## src/rtl/retire_rat_pkg.sv

```systemverilog
// retire_rat_pkg
// Shared constants for the retirement RAT: retire width, physical register
// file geometry, architectural register count and the register-type encoding
// carried on the rdType buses.
package retire_rat_pkg;

  localparam int DEF_RETIRE_RATE   = 2;
  localparam int DEF_INT_PRF_DEPTH = 64;
  localparam int DEF_INT_PRF_LEN   = 6;
  localparam int DEF_FP_PRF_DEPTH  = 64;
  localparam int DEF_FP_PRF_LEN    = 6;
  localparam int DEF_PRF_MAX_LEN   = 6;

  localparam int ARCH_REGS = 32;
  localparam int ARCH_LEN  = 5;

  localparam logic REG_TYPE_INT = 1'b0;
  localparam logic REG_TYPE_FP  = 1'b1;

endpackage

```

## src/rtl/retire_rat_table.sv

```systemverilog
// retire_rat_table
// One committed architectural-to-physical map (32 entries) plus the vector of
// physical registers currently referenced by it. Performs the oldest-first
// bypass lookup for each retire slot so that a slot sees the mapping left by
// any older slot of the same group.
// Ports:
//   clk, rst      clock, asynchronous active-high reset
//   act           per-slot write request already filtered for this register type
//   rd            per-slot architectural destination, ARCH_LEN bits each
//   prd           per-slot new physical destination, LEN bits each
//   free_en       per-slot: this slot really updates the table (r0 filtered)
//   old_prd       per-slot previous mapping, LEN bits each (combinational)
//   map_bits      registered mapped-register vector
module retire_rat_table
  import retire_rat_pkg::*;
#(
  parameter int DEPTH       = 64,
  parameter int LEN         = 6,
  parameter bit SUPPRESS_R0 = 1'b0,
  parameter int RATE        = 2
) (
  input  logic                     clk,
  input  logic                     rst,
  input  logic [RATE-1:0]          act,
  input  logic [RATE*ARCH_LEN-1:0] rd,
  input  logic [RATE*LEN-1:0]      prd,
  output logic [RATE-1:0]          free_en,
  output logic [RATE*LEN-1:0]      old_prd,
  output logic [DEPTH-1:0]         map_bits
);

  // Reset image: every architectural register maps to the same-numbered
  // physical register; r0 is excluded from the vector when it is hardwired.
  function automatic logic [DEPTH-1:0] map_reset_f();
    logic [DEPTH-1:0] bits;
    bits = '0;
    for (int i = 0; i < ARCH_REGS; i++) begin
      bits[i] = 1'b1;
    end
    if (SUPPRESS_R0) begin
      bits[0] = 1'b0;
    end else begin
      bits[0] = 1'b1;
    end
    return bits;
  endfunction

  localparam logic [DEPTH-1:0] MAP_RST = map_reset_f();

  logic [LEN-1:0]      table_r [ARCH_REGS];
  logic [DEPTH-1:0]    map_r;
  logic [ARCH_LEN-1:0] rd_s    [RATE];
  logic [LEN-1:0]      prd_s   [RATE];
  logic [LEN-1:0]      old_s   [RATE];
  logic [RATE-1:0]     eff_s;
  logic [RATE-1:0]     final_s;
  logic [DEPTH-1:0]    map_nxt_s;

  // Unpack slot buses and drop writes to a hardwired r0.
  always_comb begin
    for (int k = 0; k < RATE; k++) begin
      rd_s[k]  = rd[k*ARCH_LEN +: ARCH_LEN];
      prd_s[k] = prd[k*LEN +: LEN];
      if (SUPPRESS_R0 && (rd_s[k] == 5'd0)) begin
        eff_s[k] = 1'b0;
      end else begin
        eff_s[k] = act[k];
      end
    end
  end

  // Bypass lookup (youngest older slot wins) and "last writer" detection,
  // which decides whose prd actually ends up installed in the table.
  always_comb begin
    old_prd = '0;
    for (int k = 0; k < RATE; k++) begin
      old_s[k]   = table_r[rd_s[k]];
      final_s[k] = eff_s[k];
      for (int j = 0; j < RATE; j++) begin
        if ((j < k) && eff_s[j] && (rd_s[j] == rd_s[k])) begin
          old_s[k] = prd_s[j];
        end else if ((j > k) && eff_s[j] && (rd_s[j] == rd_s[k])) begin
          final_s[k] = 1'b0;
        end else begin
          final_s[k] = final_s[k];
        end
      end
      old_prd[k*LEN +: LEN] = old_s[k];
    end
    free_en = eff_s;
  end

  // Next map vector: all clears first, then sets, so a set wins on the same index.
  always_comb begin
    map_nxt_s = map_r;
    for (int k = 0; k < RATE; k++) begin
      if (eff_s[k]) begin
        map_nxt_s[old_s[k]] = 1'b0;
      end else begin
        map_nxt_s = map_nxt_s;
      end
    end
    for (int k = 0; k < RATE; k++) begin
      if (final_s[k]) begin
        map_nxt_s[prd_s[k]] = 1'b1;
      end else begin
        map_nxt_s = map_nxt_s;
      end
    end
  end

  // Table and map vector state; later slots overwrite earlier ones on duplicate rd.
  always_ff @(posedge clk or posedge rst) begin
    if (rst) begin
      for (int i = 0; i < ARCH_REGS; i++) begin
        table_r[i] <= LEN'(i);
      end
      map_r <= MAP_RST;
    end else begin
      for (int k = 0; k < RATE; k++) begin
        if (eff_s[k]) begin
          table_r[rd_s[k]] <= prd_s[k];
        end
      end
      map_r <= map_nxt_s;
    end
  end

  assign map_bits = map_r;

endmodule

```

## src/rtl/retire_rat.sv

```systemverilog
// retire_rat
// Retirement register alias table. For every retiring instruction that writes
// rd it returns the previous physical mapping to the free list (one cycle
// later, registered), installs the new mapping, and keeps the int/FP vectors
// of currently mapped physical registers used for recovery.
// Ports:
//   clk, rst                 clock, asynchronous active-high reset
//   Retire_Valid_bus         per-slot retire valid (slot 0 oldest)
//   Retire_WE_bus            per-slot writes rd
//   Retire_rdType_bus        per-slot register type (REG_TYPE_FP = FP)
//   Retire_rd_bus            per-slot architectural rd, 5 bits each
//   Retire_prd_bus           per-slot new physical rd, PRF_MAX_LEN bits each
//   WriteFree_WE_bus         registered per-slot free request
//   WriteFree_rdType_bus     registered per-slot type of freed register
//   WriteFree_prd_bus        registered per-slot freed physical register
//   Int_RetirePhyMapBits     int physical registers mapped by this table
//   Fp_RetirePhyMapBits      FP physical registers mapped by this table
module retire_rat
  import retire_rat_pkg::*;
#(
  parameter int RETIRE_RATE   = DEF_RETIRE_RATE,
  parameter int INT_PRF_DEPTH = DEF_INT_PRF_DEPTH,
  parameter int INT_PRF_LEN   = DEF_INT_PRF_LEN,
  parameter int FP_PRF_DEPTH  = DEF_FP_PRF_DEPTH,
  parameter int FP_PRF_LEN    = DEF_FP_PRF_LEN,
  parameter int PRF_MAX_LEN   = DEF_PRF_MAX_LEN
) (
  input  logic                            clk,
  input  logic                            rst,
  input  logic [RETIRE_RATE-1:0]          Retire_Valid_bus,
  input  logic [RETIRE_RATE-1:0]          Retire_WE_bus,
  input  logic [RETIRE_RATE-1:0]          Retire_rdType_bus,
  input  logic [RETIRE_RATE*5-1:0]        Retire_rd_bus,
  input  logic [RETIRE_RATE*PRF_MAX_LEN-1:0] Retire_prd_bus,
  output logic [RETIRE_RATE-1:0]          WriteFree_WE_bus,
  output logic [RETIRE_RATE-1:0]          WriteFree_rdType_bus,
  output logic [RETIRE_RATE*PRF_MAX_LEN-1:0] WriteFree_prd_bus,
  output logic [INT_PRF_DEPTH-1:0]        Int_RetirePhyMapBits,
  output logic [FP_PRF_DEPTH-1:0]         Fp_RetirePhyMapBits
);

  logic [RETIRE_RATE-1:0]             int_act_s;
  logic [RETIRE_RATE-1:0]             fp_act_s;
  logic [RETIRE_RATE-1:0]             int_free_s;
  logic [RETIRE_RATE-1:0]             fp_free_s;
  logic [RETIRE_RATE*INT_PRF_LEN-1:0] int_prd_s;
  logic [RETIRE_RATE*INT_PRF_LEN-1:0] int_old_s;
  logic [RETIRE_RATE*FP_PRF_LEN-1:0]  fp_prd_s;
  logic [RETIRE_RATE*FP_PRF_LEN-1:0]  fp_old_s;

  logic [RETIRE_RATE-1:0]             fr_we_s;
  logic [RETIRE_RATE-1:0]             fr_ty_s;
  logic [RETIRE_RATE*PRF_MAX_LEN-1:0] fr_prd_s;

  logic [RETIRE_RATE-1:0]             fr_we_r;
  logic [RETIRE_RATE-1:0]             fr_ty_r;
  logic [RETIRE_RATE*PRF_MAX_LEN-1:0] fr_prd_r;

  // Slot decode and type demux; each table only sees its own type's writes.
  always_comb begin
    int_act_s = '0;
    fp_act_s  = '0;
    int_prd_s = '0;
    fp_prd_s  = '0;
    for (int k = 0; k < RETIRE_RATE; k++) begin
      if (Retire_Valid_bus[k] && Retire_WE_bus[k]) begin
        if (Retire_rdType_bus[k] == REG_TYPE_FP) begin
          fp_act_s[k] = 1'b1;
        end else begin
          int_act_s[k] = 1'b1;
        end
      end else begin
        int_act_s[k] = 1'b0;
      end
      int_prd_s[k*INT_PRF_LEN +: INT_PRF_LEN] = Retire_prd_bus[k*PRF_MAX_LEN +: INT_PRF_LEN];
      fp_prd_s[k*FP_PRF_LEN +: FP_PRF_LEN]    = Retire_prd_bus[k*PRF_MAX_LEN +: FP_PRF_LEN];
    end
  end

  retire_rat_table #(
    .DEPTH       (INT_PRF_DEPTH),
    .LEN         (INT_PRF_LEN),
    .SUPPRESS_R0 (1'b1),
    .RATE        (RETIRE_RATE)
  ) u_int_table (
    .clk      (clk),
    .rst      (rst),
    .act      (int_act_s),
    .rd       (Retire_rd_bus),
    .prd      (int_prd_s),
    .free_en  (int_free_s),
    .old_prd  (int_old_s),
    .map_bits (Int_RetirePhyMapBits)
  );

  retire_rat_table #(
    .DEPTH       (FP_PRF_DEPTH),
    .LEN         (FP_PRF_LEN),
    .SUPPRESS_R0 (1'b0),
    .RATE        (RETIRE_RATE)
  ) u_fp_table (
    .clk      (clk),
    .rst      (rst),
    .act      (fp_act_s),
    .rd       (Retire_rd_bus),
    .prd      (fp_prd_s),
    .free_en  (fp_free_s),
    .old_prd  (fp_old_s),
    .map_bits (Fp_RetirePhyMapBits)
  );

  // Free request for the next cycle; inactive slots present all-zero fields.
  always_comb begin
    fr_we_s  = '0;
    fr_ty_s  = '0;
    fr_prd_s = '0;
    for (int k = 0; k < RETIRE_RATE; k++) begin
      if (int_free_s[k]) begin
        fr_we_s[k] = 1'b1;
        fr_ty_s[k] = REG_TYPE_INT;
        fr_prd_s[k*PRF_MAX_LEN +: INT_PRF_LEN] = int_old_s[k*INT_PRF_LEN +: INT_PRF_LEN];
      end else if (fp_free_s[k]) begin
        fr_we_s[k] = 1'b1;
        fr_ty_s[k] = REG_TYPE_FP;
        fr_prd_s[k*PRF_MAX_LEN +: FP_PRF_LEN] = fp_old_s[k*FP_PRF_LEN +: FP_PRF_LEN];
      end else begin
        fr_we_s[k] = 1'b0;
      end
    end
  end

  // Free output registers: valid for exactly one cycle after retirement.
  always_ff @(posedge clk or posedge rst) begin
    if (rst) begin
      fr_we_r  <= '0;
      fr_ty_r  <= '0;
      fr_prd_r <= '0;
    end else begin
      fr_we_r  <= fr_we_s;
      fr_ty_r  <= fr_ty_s;
      fr_prd_r <= fr_prd_s;
    end
  end

  assign WriteFree_WE_bus     = fr_we_r;
  assign WriteFree_rdType_bus = fr_ty_r;
  assign WriteFree_prd_bus    = fr_prd_r;

endmodule
```

## config.mk

```make
export PLATFORM = sky130hd
export DESIGN_NAME = retire_rat
export DESIGN_NICKNAME = d
export VERILOG_FILES = /design/src/rtl/retire_rat_pkg.sv /design/src/rtl/retire_rat_table.sv /design/src/rtl/retire_rat.sv
export SDC_FILE = /design/constraint.sdc
export NUM_CORES = 2
export LEC_CHECK = 0
export BUFFER_PORTS_ARGS = -buffer_cell sky130_fd_sc_hd__buf_2
export CAP_MARGIN = 5
export CORE_ASPECT_RATIO = 2
export CORE_MARGIN = 3
export CORE_UTILIZATION = 30
export CTS_CLUSTER_SIZE = 12
export DETAILED_ROUTE_END_ITERATION = 10
export GPL_TIMING_DRIVEN = 1
export SLEW_MARGIN = 20
export SYNTH_ARGS = -nofsm -noshare
export SYNTH_HDL_FRONTEND = slang
export SYNTH_SLANG_ARGS = --single-unit
```

## constraint.sdc

```tcl
create_clock -name clk -period 21 [get_ports clk]
set_clock_uncertainty 0.15 [all_clocks]
set_input_delay 1.05 -clock clk [delete_from_list [all_inputs] [get_ports clk]]
set_output_delay 1.05 -clock clk [all_outputs]
set_load 0.03 [all_outputs]
```

## After elaboration in Yosys (flattened, before gate mapping)

Index checks and enable logic that the tools add are counted.

- Flip-flop bits (word level): 528

- Reductions and logical operators: 16
- Muxes and demuxes: 68
- Equality and inequality tests: 2
- Bitwise gates (word level): 14
- Order comparisons: 16

Operators with widths:

| operator | count |
|---|---|
| $bwmux 192 | 4 |
| $mux 192 | 4 |
| $mux 64 | 8 |
| $and 64x64->64 | 4 |
| $not 64->64 | 4 |
| $or 64x64->64 | 4 |
| $bmux 6 s5 | 4 |
| $mux 6 | 16 |
| $demux 6 s5 | 2 |
| $lt 6x7->1 const B | 6 |
| $demux 1 s6 | 6 |
| $ge 6x1->1 const B | 6 |
| $mux 1 | 24 |
| $logic_and 1x1->1 | 14 |
| $ge 6x6->1 const B | 2 |
| $lt 6x1->1 const B | 2 |
| $not 5->6 | 2 |
| $eq 5x5->1 | 2 |
| $logic_not 5->1 | 2 |

## Longest topological paths before layout

- Depth in word-level cells: 17
- Gate-level depth with buffers: 12
- Depth with buffers taken out: 7

## By module

Synthesis repeated with hierarchy kept, for this count alone.

- Cell total of the unflattened synthesis: 3749
- Area total of the unflattened synthesis: 34480.6 sq um

Modules (own cells, without submodules):

| module | instances | area each (sq um) | cells each |
|---|---|---|---|
| retire_rat_table (u_fp_table) | 1 | 16995.0 | 1876 |
| retire_rat_table (u_int_table) | 1 | 16869.9 | 1825 |
| retire_rat | 1 | 615.6 | 48 |

## Least setup slack after synthesis

Ideal clock, no wire load.

- Path kind: input port to flip-flop
- Start point: in Retire_rd_bus[1]
- End point: reg u_fp_table.map_r[42] (netlist: u_fp_table.map_bits[42])
- Cell stages on the path: 10
- Path slack: 17.447 ns
- Path buffers: 3
- Data required time: 20.708 ns
- Arrival: 3.261 ns
- Library setup time: 0.142 ns
- Cell sequence: buf_2 clkbuf_1 mux2i_1 o22ai_1 nor4_1 nand3_1 or3b_1 clkbuf_1 o21ai_1 a22oi_1

- Longest elaborated chain between the ends: 17
- Elaborated cells between the ends (all ways): 30
- Classes of those cells: order compare (4); eq/ne (2); mux (13); bitwise (7); reduce/logical (4)

RTL lines:

| what | RTL line | RTL |
|---|---|---|
| start, declared | retire_rat.sv:33 | `input logic [RETIRE_RATE*5-1:0] Retire_rd_bus,` |
| $not 5->6 (implied by the code) | retire_rat_table.sv:77 | `old_s[k] = table_r[rd_s[k]];` |
| $bmux 6 s5 | retire_rat_table.sv:77 |  |
| $mux 6 (implied by the code) (2 in series) | retire_rat_table.sv:77 |  |
| $lt 6x7->1 (implied by the code) or $ge 6x1->1 (tied branches) | retire_rat_table.sv:98 | `map_nxt_s[old_s[k]] = 1'b0;` |
| $logic_and 1x1->1 (implied by the code) | retire_rat_table.sv:98 |  |
| $mux 1 (implied by the code) | retire_rat_table.sv:98 |  |
| $demux 1 s6 | -- |  |
| $not 64->64 (no source line) | -- |  |
| $and 64x64->64 (no source line) | -- |  |
| $mux 64 | retire_rat_table.sv:97 | `if (eff_s[k]) begin` |
| $and 64x64->64 (no source line) | -- |  |
| $mux 64 | retire_rat_table.sv:97 |  |
| $or 64x64->64 (no source line) | -- |  |
| $mux 64 * | retire_rat_table.sv:104 | `if (final_s[k]) begin` |
| $or 64x64->64 (no source line) | -- |  |
| $mux 64 * | retire_rat_table.sv:104 |  |
| net u_fp_table.map_nxt_s[42] | retire_rat_table.sv:57 | `logic [DEPTH-1:0] map_nxt_s;` |
| end signal, assigned | retire_rat_table.sv:125 | `map_r <= map_nxt_s;` |
| end, declared | retire_rat_table.sv:51 | `logic [DEPTH-1:0] map_r;` |

The timed path passes the listed nets; every way through them passes the cells marked *. The select of a mux whose other input is x is not followed.

## Final worst setup path

- Start point: in Retire_rd_bus[1]
- End point: reg u_fp_table.map_r[13] (netlist: u_fp_table.map_bits[13])

Same word-level chain as after synthesis.

==> impl_metrics.env <==
export IMPL_syn_area_um2=34210
export IMPL_start_util_pct=30.33
export IMPL_ant_nets=0
export IMPL_grt_pass1_vias=31330
export IMPL_clk_pin_slew_ps=70
export IMPL_final_fill_count=11740
export IMPL_tritoncts="yes"
export IMPL_grt_pass1_wl_um=243100
export IMPL_ys_seq_area_share_pct=39.44
export IMPL_p_leak_nw=14.82
export IMPL_groute_usage_overall_pct=28.22
export IMPL_clock_path_buffers=3
export IMPL_synthDistinctLibCells=71
export IMPL_final_layout_size_suffix_gt1_share_pct=17.31
export IMPL_holdBufCountCts=0
export IMPL_fin_crit_sh_pct=26.41
export IMPL_endpoint_kind="flip-flop"
export IMPL_ctsResizeCount=0
export IMPL_cts_htree_levels=2
export IMPL_synth_cells=3639
export IMPL_hold_viol=0
export IMPL_synth_fp_nets=3669
export IMPL_viasPerCell=6.268
export IMPL_worstHoldPathType="reg -> reg"
export IMPL_yosysMostFrequentCell="mux2i_1"
export IMPL_slew_violations=0
export IMPL_num_vias=32150
export IMPL_drt_iter0_markers=3566
export IMPL_rsz0062_at_grt="no"
export IMPL_slew_headroom_pct=16.13
export IMPL_antenna_found_initial=10
export IMPL_path_max_fanout=54
export IMPL_synth_avg_cell_area_um2=9.400
export IMPL_io_buffer_count=173
export IMPL_required_ps=21350
export IMPL_yosys_top_cells_area="dfrtp_1 (22%), mux2i_1 (20%), dfstp_2 (17%)"
export IMPL_status="finished, final reports clean"
export IMPL_numCtsBuffers=52
export IMPL_synth_ff_type="dfrtp_1"
export IMPL_drt_wirelength_per_cell_um=33.54
export IMPL_tightest_slew_ps=1251
export IMPL_dr_pass1_iters=6
export IMPL_async_flop_share_pct=100.0
export IMPL_ir_drop_mv=0.05987
export IMPL_p_per_area_nw_per_um2=84.12
export IMPL_fmax_ghz=0.1803
export IMPL_drc=0
export IMPL_grt_start_max_net_pins=75
export IMPL_clock_sinks=528
export IMPL_crit_arrival_ps=5900
export IMPL_area_delta_synth_final_pct=9.843
export IMPL_cap_violations=0
export IMPL_yosysTopAreaCell="dfrtp_1"
export IMPL_io_pins=174
export IMPL_instances_no_fill=5130
export IMPL_cts_setup_buffers=0
export IMPL_placementRows=174
export IMPL_gp_congestion=1.029
export IMPL_synth_seq_cells=528
export IMPL_nets=3615
export IMPL_grt_overflow_total=0
export IMPL_dpl_cell_count=5025
export IMPL_root_buffer="clkbuf_16"
export IMPL_yosysWarningCount=0
export IMPL_dp_hpwl_um=124800
export IMPL_dieArea_um2=118400
export IMPL_die_x_um=244.8
export IMPL_netlist_area_leader_share_pct=22.31
export IMPL_post_route_min_period_ps=5546
export IMPL_die_y_um=483.5
export IMPL_tns_ps=0
export IMPL_synth_edff_count=0
export IMPL_worstSetupPathType="in -> reg"
export IMPL_synthTopCellsByCount="mux2i_1 (684), nand2_1 (365), o21ai_0 (360)"
export IMPL_startpoint_type="primary input"
export IMPL_totalWireLength_um=172100
export IMPL_core_area_um2=112800
export IMPL_clk_latency_ps=650
export IMPL_finalSetupViolations=0
[logic make-up (layout without fill, tap and decap cells)]
group / after synthesis / after routing / synth area share [%]
flip-flops: 528 / 528 / 39.44
AO/OA/AOI/OAI: 996 / 996 / 17.97
buffers and inverters: 350 / 338 / 4.499
AND/OR/NAND/NOR: 1034 / 1034 / 15.23
XOR/XNOR: 5 / 5 / 0.1280
other: 0 / 7 / 0
multiplexers: 726 / 726 / 22.73
[layout by cell type (no fill, tap or decap), drive strengths merged, types with 10 or more instances in the layout]
cell type and instances:
a211oi 12, a21oi 138, a22o 14, a22oi 115, a2bb2oi 38, a32oi 59, and2 41, and3 24
and4 10, buf 236, clkbuf 91, dfrtp 305, dfstp 223, mux2i 685, mux4 40, nand2 365
nand2b 14, nand3 42, nand4 54, nand4bb 13, nor2 254, nor2b 38, nor3 34, nor3b 11
nor4 63, o21ai 388, o22a 24, o22ai 179, or2 11, or3b 12, or4b 11
[power by group]
part	internal, mW	switching [mW]
clock	0.483	0.446
sequential	1.23	0.179
combinational	0.261	0.562
total	1.97	1.19
[metrics by stage]
step / power (mW) / cell area [um^2] / utilization (%) / hold slack (ps) / worst slack, ps
6_report: 3.161 / 37570 / 33.32 / 258.6 / 15450
3_3_place_gp: 2.205 / 35960 / 31.89 / 232.1 / 15090
5_1_grt: 3.252 / 37560 / 33.31 / 265.6 / 15360
3_5_place_dp: 2.217 / 35990 / 31.91 / 238.0 / 15070
2_1_floorplan: 1.857 / 34210 / - / 295.1 / 5416
4_1_cts: 3.142 / 37530 / 33.28 / 253.2 / 15710
[registers in the layout (all words and copies together), names as in the netlist]
signal / count
u_fp_table.table_r: 192
WriteFree_prd_bus: 12
u_int_table.table_r: 192
WriteFree_WE_bus: 2
WriteFree_rdType_bus: 2
u_int_table.map_bits: 64
u_fp_table.map_bits: 64
[cell type report]
| type | instances | area (um^2) | share of cell area [%] |
|---|---|---|---|
| repair buffers | 237 | 1381 | 3.676 |
| well taps | 1496 | 1872 | 4.982 |
| inverters | 5 | 26.28 | 0.06993 |
| multi-input cells | 2761 | 19250 | 51.22 |
| clock inverters | 6 | 35.03 | 0.09324 |
| flip-flops and latches | 528 | 13490 | 35.91 |
| clock buffers | 90 | 1505 | 4.006 |
| diodes | 7 | 17.52 | 0.04662 |
[path summary, 6_finish.rpt]
check | from | to | slack, ps | depth (start not counted)
max | Retire_rd_bus[1] | u_fp_table.map_bits[13] | 15450 | 10
min | u_int_table.table_r[191] | u_int_table.table_r[191] | 260 | 0
max reg2reg | u_int_table.table_r[59] | u_int_table.map_bits[17] | 17050 | 7
min reg2reg | u_int_table.table_r[191] | u_int_table.table_r[191] | 260 | 0
max in group asynchronous | rst | u_fp_table.table_r[134] | 16680 | 6
min in group asynchronous | rst | u_int_table.map_bits[37] | 280 | 2
[metal layers]
layer	global-route usage (%)	share of wire, %
met1	28.97	33
met2	47.84	48
met3	4.932	7.1
met4	27.18	12
met5	0	0.031
[worst max-delay path: stages]
cell and delay [ps]:
buf_8 390, buf_4 800, buf_4 770, mux2i_1 310, o22ai_1 110, nor4_1 740
nand2_1 570, or4b_1 700, o21ai_1 160, a32oi_1 90
Note: power is estimated with default switching activity, not from simulation.
